**config.mk**
```make
export PLATFORM = sky130hd
export DESIGN_NAME = frame_sequencer
export DESIGN_NICKNAME = d
export VERILOG_FILES = /design/src/rtl/draw_pkg.sv /design/src/rtl/raster_scan_counter.sv /design/src/rtl/frame_sequencer.sv
export SDC_FILE = /design/constraint.sdc
export NUM_CORES = 1
export LEC_CHECK = 0
export ABC_AREA = 1
export CAP_MARGIN = 15
export CORE_MARGIN = 2
export CORE_UTILIZATION = 48
export CTS_BUF_LIST = sky130_fd_sc_hd__clkbuf_8
export DETAILED_ROUTE_END_ITERATION = 8
export GPL_TIMING_DRIVEN = 0
export PLACE_DENSITY = 0.87
export REMOVE_ABC_BUFFERS = 1
export SYNTH_ARGS = -nofsm -noshare
export SYNTH_HDL_FRONTEND = slang
export SYNTH_HIERARCHICAL = 1
export SYNTH_SLANG_ARGS = --single-unit
export TNS_END_PERCENT = 30
```
**constraint.sdc**
```tcl
create_clock -name clk -period 1.6 [get_ports clk]
set_input_delay 0.16 -clock clk [delete_from_list [all_inputs] [get_ports clk]]
set_output_delay 0.16 -clock clk [all_outputs]
set_load 0.01 [all_outputs]
```
**src/rtl/draw_pkg.sv**
```systemverilog
// Shared types and default geometry for the frame sequencer and its raster scan counter.
// Defines the pixel coordinate and colour types, the sequencer state encoding,
// and the default screen size and erase colour.
package draw_pkg;

    typedef logic [9:0] coord_t;
    typedef logic [2:0] color_t;

    typedef enum logic [1:0] {
        IDLE  = 2'd0,
        CLEAR = 2'd1,
        DRAW  = 2'd2
    } seq_state_t;

    localparam int unsigned DEF_SCREEN_W = 320;
    localparam int unsigned DEF_SCREEN_H = 240;
    localparam color_t      DEF_BG_COLOR = 3'b000;

endpackage

```
**src/rtl/raster_scan_counter.sv**
```systemverilog
// 2-D raster scan counter: sx walks 0..SCREEN_W-1 innermost, then sy 0..SCREEN_H-1.
// Ports:
//   clk, reset_n : clock and asynchronous active-low reset
//   start_i      : synchronous restart to (0,0); wins over step_i
//   step_i       : advance one pixel
//   sx_o, sy_o   : current scan position
//   last_o       : high while the position is (SCREEN_W-1, SCREEN_H-1)
module raster_scan_counter
    import draw_pkg::*;
#(
    parameter int unsigned SCREEN_W = DEF_SCREEN_W,
    parameter int unsigned SCREEN_H = DEF_SCREEN_H
) (
    input  logic   clk,
    input  logic   reset_n,
    input  logic   start_i,
    input  logic   step_i,
    output coord_t sx_o,
    output coord_t sy_o,
    output logic   last_o
);

    localparam coord_t XMax = coord_t'(SCREEN_W - 1);
    localparam coord_t YMax = coord_t'(SCREEN_H - 1);

    coord_t sx_q, sx_d;
    coord_t sy_q, sy_d;
    logic   x_end, y_end;

    assign x_end = (sx_q == XMax);
    assign y_end = (sy_q == YMax);

    always_comb begin
        sx_d = sx_q;
        sy_d = sy_q;
        if (start_i) begin
            sx_d = '0;
            sy_d = '0;
        end else if (step_i) begin
            if (x_end) begin
                sx_d = '0;
                sy_d = y_end ? '0 : sy_q + coord_t'(1);
            end else begin
                sx_d = sx_q + coord_t'(1);
            end
        end
    end

    always_ff @(posedge clk or negedge reset_n) begin
        if (!reset_n) begin
            sx_q <= '0;
            sy_q <= '0;
        end else begin
            sx_q <= sx_d;
            sy_q <= sy_d;
        end
    end

    assign sx_o   = sx_q;
    assign sy_o   = sy_q;
    assign last_o = x_end && y_end;

endmodule

```
**src/rtl/frame_sequencer.sv**
```systemverilog
// Frame sequencer between draw_controller and the VGA adapter pixel-write port.
// Each frame_tick erases the screen with a raster fill of BG_COLOR, then opens a
// draw window in which clipped draw_controller writes are forwarded.
// Ports:
//   clk, reset_n                       : clock and asynchronous active-low reset
//   frame_tick                         : one-cycle frame period pulse
//   in_x, in_y, in_color, in_plot      : pixel write from draw_controller
//   draw_en                            : high while draw_controller may plot
//   game_update                        : one-cycle pulse on entry to the erase pass
//   vga_x, vga_y, vga_color, vga_plot  : registered pixel write to the VGA adapter
//   overrun_cnt                        : saturating count of frame_ticks lost while erasing
module frame_sequencer
    import draw_pkg::*;
#(
    parameter int unsigned SCREEN_W = DEF_SCREEN_W,
    parameter int unsigned SCREEN_H = DEF_SCREEN_H,
    parameter color_t      BG_COLOR = DEF_BG_COLOR
) (
    input  logic       clk,
    input  logic       reset_n,
    input  logic       frame_tick,
    input  coord_t     in_x,
    input  coord_t     in_y,
    input  color_t     in_color,
    input  logic       in_plot,
    output logic       draw_en,
    output logic       game_update,
    output coord_t     vga_x,
    output coord_t     vga_y,
    output color_t     vga_color,
    output logic       vga_plot,
    output logic [7:0] overrun_cnt
);

    seq_state_t state_q, state_d;
    coord_t     vga_x_q, vga_x_d;
    coord_t     vga_y_q, vga_y_d;
    color_t     vga_color_q, vga_color_d;
    logic       vga_plot_q, vga_plot_d;
    logic       draw_en_q, draw_en_d;
    logic       game_update_q, game_update_d;
    logic [7:0] overrun_q, overrun_d;

    logic   scan_start, scan_step, scan_last;
    coord_t sx, sy;
    logic   in_range;

    raster_scan_counter #(
        .SCREEN_W (SCREEN_W),
        .SCREEN_H (SCREEN_H)
    ) u_scan (
        .clk     (clk),
        .reset_n (reset_n),
        .start_i (scan_start),
        .step_i  (scan_step),
        .sx_o    (sx),
        .sy_o    (sy),
        .last_o  (scan_last)
    );

    // Full-width compare so large coordinates are clipped rather than wrapped.
    assign in_range = ({22'd0, in_x} < SCREEN_W) && ({22'd0, in_y} < SCREEN_H);

    always_comb begin
        state_d       = state_q;
        vga_x_d       = vga_x_q;
        vga_y_d       = vga_y_q;
        vga_color_d   = vga_color_q;
        vga_plot_d    = 1'b0;
        draw_en_d     = 1'b0;
        game_update_d = 1'b0;
        overrun_d     = overrun_q;
        scan_start    = 1'b0;
        scan_step     = 1'b0;
        unique case (state_q)
            IDLE: begin
                if (frame_tick) begin
                    state_d       = CLEAR;
                    scan_start    = 1'b1;
                    game_update_d = 1'b1;
                end
            end
            CLEAR: begin
                scan_step   = 1'b1;
                vga_plot_d  = 1'b1;
                vga_x_d     = sx;
                vga_y_d     = sy;
                vga_color_d = BG_COLOR;
                // Ticks during the erase are dropped, including one on the final pixel.
                if (frame_tick && (overrun_q != 8'hff)) begin
                    overrun_d = overrun_q + 8'd1;
                end
                if (scan_last) begin
                    state_d = DRAW;
                end
            end
            DRAW: begin
                // draw_en lags DRAW entry by a cycle so it never overlaps the erase writes,
                // and falls together with the game_update rise.
                draw_en_d = !frame_tick;
                if (in_plot && in_range) begin
                    vga_plot_d  = 1'b1;
                    vga_x_d     = in_x;
                    vga_y_d     = in_y;
                    vga_color_d = in_color;
                end
                if (frame_tick) begin
                    state_d       = CLEAR;
                    scan_start    = 1'b1;
                    game_update_d = 1'b1;
                end
            end
            default: state_d = IDLE;
        endcase
    end

    always_ff @(posedge clk or negedge reset_n) begin
        if (!reset_n) begin
            state_q       <= IDLE;
            vga_x_q       <= '0;
            vga_y_q       <= '0;
            vga_color_q   <= '0;
            vga_plot_q    <= 1'b0;
            draw_en_q     <= 1'b0;
            game_update_q <= 1'b0;
            overrun_q     <= '0;
        end else begin
            state_q       <= state_d;
            vga_x_q       <= vga_x_d;
            vga_y_q       <= vga_y_d;
            vga_color_q   <= vga_color_d;
            vga_plot_q    <= vga_plot_d;
            draw_en_q     <= draw_en_d;
            game_update_q <= game_update_d;
            overrun_q     <= overrun_d;
        end
    end

    assign vga_x       = vga_x_q;
    assign vga_y       = vga_y_q;
    assign vga_color   = vga_color_q;
    assign vga_plot    = vga_plot_q;
    assign draw_en     = draw_en_q;
    assign game_update = game_update_q;
    assign overrun_cnt = overrun_q;

endmodule

```
# Yosys cells after proc, flatten, opt, wreduce, memory -nomap -nowiden
# Cells that the tools add are included.
# classes
addsub	3
magnitude_cmp	2
eq_ne	8
mux	22
n_reduce_logical	14
# ops
op	count
two-way mux 10 bit	9
case mux 10 bit (2 select lines)	2
adder 10 x 1 -> 10 bit (second input constant)	2
== test 10 x 8 -> 1 bit (second input constant)	1
== test 10 x 9 -> 1 bit (second input constant)	1
less-than comparator 10 x 8 -> 1 bit (second input constant)	1
less-than comparator 10 x 9 -> 1 bit (second input constant)	1
adder 8 x 1 -> 8 bit (second input constant)	1
inequality test 8 bit (second input constant)	1
AND reduction 2 bit	4
case mux 3 bit (2 select lines)	1
nonzero test 2 bit	3
two-way mux 1 bit	5
logical AND 1 bit	4
two-way mux 2 bit	2
inequality test 2 bit (second input constant)	2
case mux 2 bit (2 select lines)	1
two-way mux 3 bit	1
== test 2 x 1 -> 1 bit (second input constant)	1
== test 2 bit (second input constant)	1
zero test 2 bit	1
inequality test 2 x 1 -> 1 bit (second input constant)	1
case mux 1 bit (2 select lines)	1
OR reduction 2 bit	1
zero test 1 bit	1
# totals
register_bits	56
out_inout_bits	34

# Logic depth before layout (Yosys ltp)
# Gate-level depths: netlist of the first run.
# depth
ltp_word	5
mapped_depth	10
ltp_nobuf	10

# By module
# The synthesis of the first run kept the hierarchy.
# modules_own_cells
module	n_inst	cells_each	area_per_inst_um2
frame_sequencer	1	256	1888.1
raster_scan_counter	1	168	1231.2

# Least setup slack after synthesis of the first run
# Ideal clock, no wire load.
# synth_path
kind	flip-flop to flip-flop
from	register state_q[0]
to	register u_scan.sy_q[6] (netlist: u_scan/sy_o[6])
t_arrival_ps	1582
required_time_ps	1481
setup_slack_ps	-101
path_stages_with_launch	11
n_path_buf	1
period_less_slack_ps	1701
cell_sequence	dfrtp_1 > inv_1 > ha_1 > nor2_1 > nor2_1 > nor2_2 > inv_1 > nand2_4 > buf_6 > nand2_2 > o21ai_2
# synth_between
elab_chain_len	5
elab_cells_between_ends	10
classes_between	eq/ne (2); mux (3); reduce/logical (5)
# synth_lines
element	line	text
from (decl)	frame_sequencer.sv:35	seq_state_t state_q, state_d;
from (signal assigned)	frame_sequencer.sv:128	state_q <= state_d;
== test 2 bit / zero test 2 bit (equally long branches)	--	
OR reduction 2 bit (no line) (*)	--	
two-way mux 1 bit (*)	--	
named net game_update_d	frame_sequencer.sv:41	logic game_update_q, game_update_d;
nonzero test 2 bit (no line)	--	
AND reduction 2 bit (no line)	--	
to (signal assigned)	raster_scan_counter.sv:55	sy_q <= sy_d;
to (decl)	raster_scan_counter.sv:27	coord_t sy_q, sy_d;
# Mark *: on every way through the listed nets, which the timed path passes. The rest lies on a longest branch.
# A chain may end at the register's enable or synchronous reset.

# Worst setup path after layout of the first run
# layout_path
from	register state_q[0]
to	register u_scan.sx_q[4] (netlist: u_scan/sx_o[4])
# layout_between
elab_chain_len	4
elab_cells_between_ends	8
classes_between	eq/ne (2); mux (3); reduce/logical (3)
# layout_lines
element	line	text
== test 2 bit / zero test 2 bit (equally long branches)	--	
OR reduction 2 bit (no line) (*)	--	
two-way mux 1 bit (*)	--	
named net game_update_d	frame_sequencer.sv:41	
two-way mux 10 bit / nonzero test 2 bit (equally long branches)	--	
to (signal assigned)	raster_scan_counter.sv:51	sx_q <= '0;
to (signal assigned)	raster_scan_counter.sv:54	sx_q <= sx_d;
to (decl)	raster_scan_counter.sv:26	coord_t sx_q, sx_d;
# Marked as above.

==> results of run 1 <==
## metal layers
metal | vias to the layer above | wire length [um]
li1 | 1495 | -
met1 | 1544 | 3580
met3 | 42 | 642
met5 | - | 0
met2 | 172 | 4610
met4 | 0 | 377
## flip-flops by register name, summed over array words and instances (netlist names)
signal       cells
u_scan/sx_o     10
u_scan/sy_o     10
draw_en          1
state_q          2
overrun_cnt      8
game_update      1
vga_color        3
vga_x           10
vga_plot         1
vga_y           10
## kinds of logic (layout without fill, tap and decap cells)
logic type / Yosys count / in the layout
simple gates: 283 / 285
flops: 56 / 56
buf+inv: 46 / 128
compound gates: 22 / 22
xor+xnor: 9 / 9
fa+ha+maj: 7 / 7
mux: 1 / 1
## Yosys cell counts
cell,number,area [um^2]
nor3b_1,1,7.51
ha_1,7,87.6
xor2_1,5,43.8
nand2_2,6,37.5
o22ai_1,1,6.26
nand3_1,40,200
o21a_1,2,15.0
clkbuf_1,1,3.75
nand2_4,2,22.5
buf_6,3,33.8
a21boi_0,1,7.51
inv_2,3,11.3
nor2_1,33,124
a21oi_1,1,5.00
xnor2_1,4,35.0
nor3_1,2,10.0
nand3b_1,4,30.0
nand4_1,6,37.5
dfrtp_1,56,1400
o21ai_0,12,60.1
nand2_1,183,687
nand4_2,1,12.5
mux2i_1,1,10.0
o21ai_2,5,43.8
buf_2,7,35.0
nor2_2,5,31.3
inv_1,32,120
## stage by stage
stage               worst slack, ns  instance area (um^2)
CTS                         -0.0311                  4080
global route                 -0.129                  4240
finish                      -0.0751                  4240
global placement              -1.59                  3740
detailed placement            -1.77                  3760
floorplan                    -0.777                  3050
## layout make-up
class,count,area (um^2),share of cell area
multi-input combinational,324,1700,0.400
sequential,56,1400,0.331
timing repair buffer,84,803,0.190
inverter,35,140,0.0331
tap,77,96.3,0.0227
clock buffer,6,82.6,0.0195
clock inverter,2,7.51,0.00177
timing repair inverter,1,7.51,0.00177
## worst paths after layout
| path | slack (ns) | startpoint | depth (start not counted) | endpoint |
|---|---|---|---|---|
| min reg2reg | 0.51 | vga_color[1] | 2 | vga_color[1] |
| max in group asynchronous | 0.69 | reset_n | 3 | u_scan/sx_o[6] |
| max reg2reg | -0.08 | state_q[0] | 9 | u_scan/sx_o[4] |
| max | -0.08 | state_q[0] | 9 | u_scan/sx_o[4] |
| min in group clk | 0.38 | in_color[2] | 3 | vga_color[2] |
| min | 0.35 | reset_n | 2 | u_scan/sy_o[8] |
## power by group through the flow
stage	Sequential, mW	Combinational (mW)	Clock [mW]
floorplan	2.20	1.15	0
global placement	2.10	2.16	0
detailed placement	2.13	2.26	0
CTS	2.09	2.71	0.783
global route	2.14	3.25	0.850
finish	2.09	3.05	0.790
## worst register-to-register path: cells and delay by family, from the launching register on
kind                     cells  cell delay [ns]
flip-flops                   1             0.41
AO/OA/AOI/OAI                1             0.13
adder cells (fa/ha/maj)      1             0.22
AND/OR/NAND/NOR              5             0.66
buffers and inverters        2             0.20
## repair_timing
item	in CTS	in global routing
pin swaps	8	12
hold buffers	1	0
buffers inserted	12	10
hold endpoints to repair	22	0
setup endpoints to repair	48	49
resized for setup	31	20
gates cloned	2	1
==> results.toml, run 1 <==
[place]
dpl.cell_count = 551
port_buffers = 60
dp_hpwl_um = 5310
gp_congestion = 0.963

[critical_path]
crit_slowest_cell = "dfrtp_1"
critPathTopFamily = "simple AND/OR/NAND/NOR gates"
critPathKind = "reg -> reg"
crit_arrival_ns = 1.93
crit_chain = "inv_2 -> ha_4 -> nor2_4 -> nor2_4 -> nor2_4 -> inv_4 -> nand2_2 -> nor3b_2 -> o21a_1"
path_common_cell = "nor2_4"
critPathCaptureType = "register"
path_buf_inv = 2
crit_required_ns = 1.86
start_kind = "register"
max_stage_delay_ns = 0.41
cp_max_fo = 5

[route]
viasPerCell = 5.56
drc = 0
num_vias = 3253
wl_per_cell_um = 15.7
first_pass_iters = 6
drt-total-wl_um = 9210
ant_nets = 0
drtIter0Drc = 319

[cells_and_area]
final.fill_count = 467
final_util = 0.671
syn_to_final_growth_pct = 35.8
final_cells = 585
final_common_cell = "nand2_1"
drive_gt1_frac = 0.157
final_cell_mix = "nand2_1, clkdlybuf4s50_1, dfrtp_1, nand3_1, inv_1"
diodes = 0
final_nets = 541

[logic_synthesis]
synth_area_mm2 = 0.00312
synth-simple-area-share = 0.385
synthXorXnorAreaFrac = 0.0253
synth_fa_ha_area_frac = 0.0281
seq_area_frac_synth = 0.449
ys_warn_count = 6
synth_area_per_cell_um2 = 7.36
synth_top_family_by_area = "simple AND/OR/NAND/NOR gates"
ys_types = 27
synth_compound_area_frac = 0.0441
synth.area.mux_share = 0.00321
synth_cells = 424
ys_seq_elements = 56

[sta]
finalHoldViolations = 0
rsz0062_at_grt = "true"
fin_crit_sh = 1.05
finalClockSkew_ns = 0.00665
hold-worst-slack_ns = 0.353
final-max-slew-violation-count = 0
setup_slack_ns = -0.0751
post-route-min-period_ns = 1.68
fmaxAchievable_mhz = 597
max_slew_margin = 0.628
worst_pin_slew_ns = 0.557
fin_tns_setup_ns = -0.525
finalSetupViolations = 19

[global_route]
grt_pass1_wl_um = 14000
grt-ovfl-total = 0
grt_use_met3 = 0.0462
track_usage = 0.243
grt_max_degree = 35
antenna_found_initial = 0
grt_pass1_vias = 3034
grt_busiest_layer = "met2"
met1_usage = 0.292
grt_use_met2 = 0.422

[power_and_ir_drop]
switching_power_mw = 2.43
power_leakage_nw = 2.10
internal-power_mw = 3.51
comb_power_share = 0.514
p_sw_frac = 0.409
clock_power_share = 0.133
p_total_mw = 5.93
peakVddDrop_uv = 942
seq_power_share = 0.352
power.density_mw_per_mm2 = 1400

[floorplan]
row_count = 29
die_area_mm2 = 0.00716
ios = 61
fp.dieH_um = 84.6
coreArea_mm2 = 0.00631
die_x_um = 84.6
start_util = 0.494

[cts]
clk_pin_slew_ns = 0.09
cts_made_buffers = 5
cts_root_buf = "clkbuf_8"
insertion_delay_ns = 0.31
cts_tree = "built"
cts_buffer_depth = 2
cts.sinks = 56
htreeDepth = 2

[worst_hold_path]
hp-class = "in -> async"

[status]
violations = "negative setup slack"
status = "finished with violations"

[job]
maxCapViolCount = 0
Note: power is estimated with default switching activity, not from simulation.
==> run 2: changes to the inputs <==
Settings changed: CORE_MARGIN 2 to default, CORE_UTILIZATION 48 to 54, DONT_BUFFER_PORTS from default to 1, PLACE_DENSITY 0.87 to 0.81.
==> results.toml, run 2 (synthesis results as in run 1) <==
[status]
status = "finished with violations"
violations = "negative setup slack"

[place]
gp_congestion = 0.877
pre_cts_ws_ns = -1.66
dpl.cell_count = 485
placed_cell_area_mm2 = 0.00314
dp_hpwl_um = 4860
port_buffers = 0

[route]
drc = 0
first_pass_iters = 6
ant_nets = 0
wl_per_cell_um = 16.6
num_vias = 3041
viasPerCell = 5.80
drtIter0Drc = 351
drt-total-wl_um = 8700

[cells_and_area]
drive_gt1_frac = 0.166
regArea_mm2 = 0.00141
final_common_cell = "nand2_1"
multi_input_area_mm2 = 0.00171
final_util = 0.670
post-route-cell-area_mm2 = 0.00371
final.fill_count = 417
final_cells = 524
syn_to_final_growth_pct = 19.0
final_cell_mix = "nand2_1, dfrtp_1, nand3_1, inv_1, nor2_1"
final_nets = 485
diodes = 0

[sta]
fmaxAchievable_mhz = 582
fin_crit_sh = 1.07
max_slew_margin = 0.605
finalClockSkew_ns = 0.0126
setup_slack_ns = -0.119
fin_tns_setup_ns = -1.08
rsz0062_at_grt = "true"
final-max-slew-violation-count = 0
finalHoldViolations = 0
finalSetupViolations = 18
post-route-min-period_ns = 1.72
worst_pin_slew_ns = 0.591

[global_route]
grt_use_met3 = 0.0506
grt_max_degree = 57
grt_busiest_layer = "met2"
grt-ovfl-total = 0
grt_pass1_vias = 2760
antenna_found_initial = 0
grt_use_met2 = 0.476
met1_usage = 0.336
track_usage = 0.276
grt_pass1_wl_um = 13000

[critical_path]
reg2reg_slack_ns = -0.12
cp_max_fo = 4
reg2regPathDepth = 8
r2r_start = "u_scan/sx_o[0]"
crit_arrival_ns = 1.92
start_kind = "register"
critPathKind = "reg -> reg"
critPathCaptureType = "register"
crit_required_ns = 1.80
r2r_end = "state_q[0]"

[floorplan]
die_x_um = 78
coreArea_mm2 = 0.00554
die_area_mm2 = 0.00608
row_count = 27
start_util = 0.563
fp.dieH_um = 78
ios = 61

[cts]
cts_buffer_depth = 2
insertion_delay_ns = 0.32
cts_root_buf = "clkbuf_8"
clk_pin_slew_ns = 0.10
htreeDepth = 2
cts_tree = "built"
cts_made_buffers = 5
cts.sinks = 56

[worst_hold_path]
min_to = "vga_y[6]"
hp-start = "in_y[6]"
min_path_cells = 4
hp-class = "in -> reg"

[power_and_ir_drop]
power_leakage_nw = 1.87
power.density_mw_per_mm2 = 1480
peakVddDrop_uv = 712

[job]
maxCapViolCount = 0
-- run 2: changes by cell type in the layout (fill, tap and decap cells not counted), moves of 3 or more --
| cell | change |
|---|---|
| clkdlybuf4s50_1 | -59 |
| buf_4 | -4 |
| dlygate4sd3_1 | +4 |
| inv_2 | -3 |
-- run 2: worst max path at each step --
stage                    from        endpoint  slack, ns  depth (start not counted)
2_1_floorplan      state_q[0]        vga_x[0]      -0.78                          7
6_report       u_scan/sx_o[0]      state_q[0]      -0.12                          8
5_1_grt        u_scan/sx_o[0]      state_q[0]      -0.23                          8
4_1_cts            state_q[0]  u_scan/sx_o[9]      -0.03                          9
3_5_place_dp       state_q[0]        vga_x[4]      -1.66                          7
3_3_place_gp       state_q[0]        vga_y[8]      -1.60                          7
-- run 2: through the flow --
| step | power [mW] | hold WS [ns] |
|---|---|---|
| global placement | 3.67 | -0.134 |
| detailed placement | 3.74 | -0.134 |
| floorplan | 3.34 | -0.136 |
| finish | 5.50 | 0.0457 |
| CTS | 5.04 | 0.0418 |
| global route | 5.82 | 0.0494 |
-- run 2: worst max-delay path, stage by stage, from the launching register on --
cell,delay (ns)
dfrtp_1,0.46
ha_2,0.25
inv_1,0.06
nor2_2,0.11
nand4_2,0.15
nor2_1,0.21
o22ai_1,0.17
nand2_1,0.10
o21ai_0,0.09
-- run 2: cell type report --
type / count / area share
clock buffer: 5 / 0.0185
sequential: 56 / 0.378
clock inverter: 3 / 0.00539
tap: 72 / 0.0243
timing repair inverter: 2 / 0.00404
multi-input combinational: 325 / 0.460
inverter: 35 / 0.0404
timing repair buffer: 26 / 0.0691
-- run 2: routing by layer --
metal  routed length [um]  vias up
met3                  613       41
met5                    0        -
met2                 4410      152
met4                  333        0
met1                 3340     1462
li1                     -     1386
-- run 2: what timing repair did --
action	in CTS	in global routing
setup buffers	12	8
hold buffers	6	0
endpoints found under the setup margin	48	50
gates resized for setup	33	18
gates cloned	2	3
pin swaps	9	10
endpoints found under the hold margin	60	0
-- run 2: report_power, final --
part           internal [mW]  switching [mW]
logic                  0.937            1.48
registers               1.79           0.506
clock network          0.307           0.478
==> edit (flow settings as in run 2) <==
Re-encode `seq_state_t` (3 states) as one-hot, 3 bits wide.
--- a/src/rtl/draw_pkg.sv
+++ b/src/rtl/draw_pkg.sv
@@ -7,8 +7,8 @@
     typedef logic [2:0] color_t;
 
-    typedef enum logic [1:0] {
-        IDLE  = 2'd0,
-        CLEAR = 2'd1,
-        DRAW  = 2'd2
+    typedef enum logic [2:0] {
+        IDLE  = 3'b001,
+        CLEAR = 3'b010,
+        DRAW  = 3'b100
     } seq_state_t;
 
Function: same outputs for any inputs over 10 cycles, from zero or initial values and one cycle with reset_n low; not proved beyond that.
==> edit against run 2 <==
  * The run still ends with negative setup slack left
  * Worst hold slack got worse by 0.023 ns
  * Setup slack got worse by 0.067 ns
  * Final area increased by 6.5%
  * Total power increased by 0.83%
  * Global-route usage increased by 2.3 points
  * Sequential share of layout area decreased by 1.6 points
  * Area after synthesis increased by 3.3%
  * Wire length increased by 1.1%
  * Sequential cell count increased by 1
  * Die area increased by 3.2%
  * Synthesized cell count increased by 4.5%
  * Critical path type unchanged
  * Largest cell class unchanged
  * Highest routed layer unchanged
==> edit: results (changes against run 2) <==
largest net degree at the start of global routing=58 (+1.8%); first-pass GRT wire length=14200 um (+9.1%); Pleak=2.030 nW (+8.4%); Util after Layout=70.06% (+3.1 points); reg2reg start=state_q[0]; part of the Yosys area used for sequential elements=44.31% (-0.62 points); FF-to-FF path depth=12 (+4); peak supply drop=0.0008273 V (+16%); worst hold endpoint=vga_color[2]; clock latency on the worst-skew pair=0.33 ns; Critical Path AT=2.01 ns (+0.09 ns); post-route insts no fill=547 (+4.4%); largest stage delay on the critical path=0.58 ns (+0.12 ns); share of layout cells above drive strength 1=20.84% (+4.2 points); worst clock skew on the final layout=0.01040 ns (-0.002231 ns); post-route worst setup slack=-0.1865 ns (-0.06729 ns); H-tree depth reported by CTS=3 (+1); net total in the final layout=500 (+3.1%); worst flop-to-flop path endpoint=u_scan/sx_o[7]; final weighted congestion in routability-driven placement=0.9194 (+4.9%); post-synthesis area per instance=7.273 sq um (-1.1%); Critical Path Slowest Stage Cell=dfstp_2; number of buffers created by CTS=9 (+4); Final setup violation count=45 (+27); Max Fanout on Critical Path=7 (+3); half-perimeter wire length after detailed placement=4591 um (-5.6%); cell internal power dissipation=0.003450 W (+14%); post-synthesis cell type count=30 (+11%); CTS clk-pin slew, worst paths=0.07 ns (-0.03 ns); Detailed Route Iter0 Violations=356 (+1.4%); WL/cell=16.08 um (-3.1%); actual slew at the worst max-slew pin=0.4975 ns (-0.09352 ns); Min-Delay Startpoint=in_color[2]; run status=finished with violations; global router's overall resource usage=29.90% (+2.3 points); Synth area leaders=dfrtp_1 43%, nand2_1 18%, inv_1 6.3%, nand3_1 6.1%, o21ai_0 5.3%; violations in the final reports=negative setup slack
==> edit: cell types whose count changed in the layout (fill, tap and decap cells not counted), moves of 4 or more <==
cell,delta
nand2_1,-38
clkinvlp_4,-4
clkbuf_8,+6
nor2_1,+4
buf_6,+4
o21ai_0,+18
nand2_2,+6
nand3_2,+4
inv_1,+23
==> edit: worst reg2reg max path: stages (launching register included) <==
cell and delay [ns]:
dfstp_2 0.58, inv_4 0.08, nand3_4 0.11, o21ai_4 0.08
inv_2 0.09, nor2_4 0.05, nor2_4 0.19, nor2_4 0.06
buf_4 0.15, nand2_2 0.07, nor2_1 0.05, o21ai_1 0.11
nor2_1 0.06
==> edit: metrics by stage <==
step / hold WS [ns] / power (W)
final: 0.02237 / 0.005544
after global placement: -0.1336 / 0.003158
after CTS: 0.02127 / 0.005359
after global routing: 0.01875 / 0.005826
after floorplan: -0.1356 / 0.002937
after detailed placement: -0.1341 / 0.003228
==> edit: cells by family after synthesis <==
kind of cell	Yosys count	share of synthesized area (%)
XOR/XNOR	8	2.175
buffers and inverters	70	9.397
AO/OA/AOI/OAI	42	7.301
AND/OR/NAND/NOR	262	35.34
adder cells (fa/ha/maj)	3	1.165
multiplexers	1	0.3107
flip-flops	57	44.31
==> edit: how the worst max path moves through the flow <==
stage                     from             end  slack, ns  depth (start not counted)
floorplan           state_q[1]  u_scan/sx_o[9]      -0.59                         10
global placement    state_q[1]  u_scan/sy_o[3]      -1.21                         11
detailed placement  state_q[1]  u_scan/sx_o[9]      -1.37                         10
CTS                 state_q[0]  u_scan/sx_o[9]      -0.17                          9
global route        state_q[0]  u_scan/sx_o[7]      -0.25                         12
finish              state_q[0]  u_scan/sx_o[7]      -0.19                         12
==> edit: metal layers <==
layer  track usage (%)  wire length [um]
met2             49.40              4412
met5                 0                 0
met3             7.816               602
met1             36.34              3544
met4             13.82               234
==> edit: power by group through the flow <==
stage	Combinational [W]	Clock [W]	Sequential [W]
after global placement	0.00102	0	0.00214
final	0.00186	0.00153	0.00215
after CTS	0.00169	0.00153	0.00214
after floorplan	0.000866	0	0.00207
after detailed placement	0.00108	0	0.00215
after global routing	0.00202	0.00161	0.00220
==> edit: area by class of cell <==
class,count,share of cell area [%]
tap,72,2.279
clock inverter,5,1.836
timing repair buffer,25,6.679
sequential,57,36.21
clock buffer,11,3.830
multi-input combinational,319,43.27
inverter,58,5.888
==> edit: timing repair <==
action	4_1_cts	5_1_grt
endpoints found under the setup margin	54	54
setup buffers	18	3
hold endpoints to repair	59	0
gates resized for setup	46	24
pin swaps	15	12
hold buffers	3	0
gates cloned	4	0
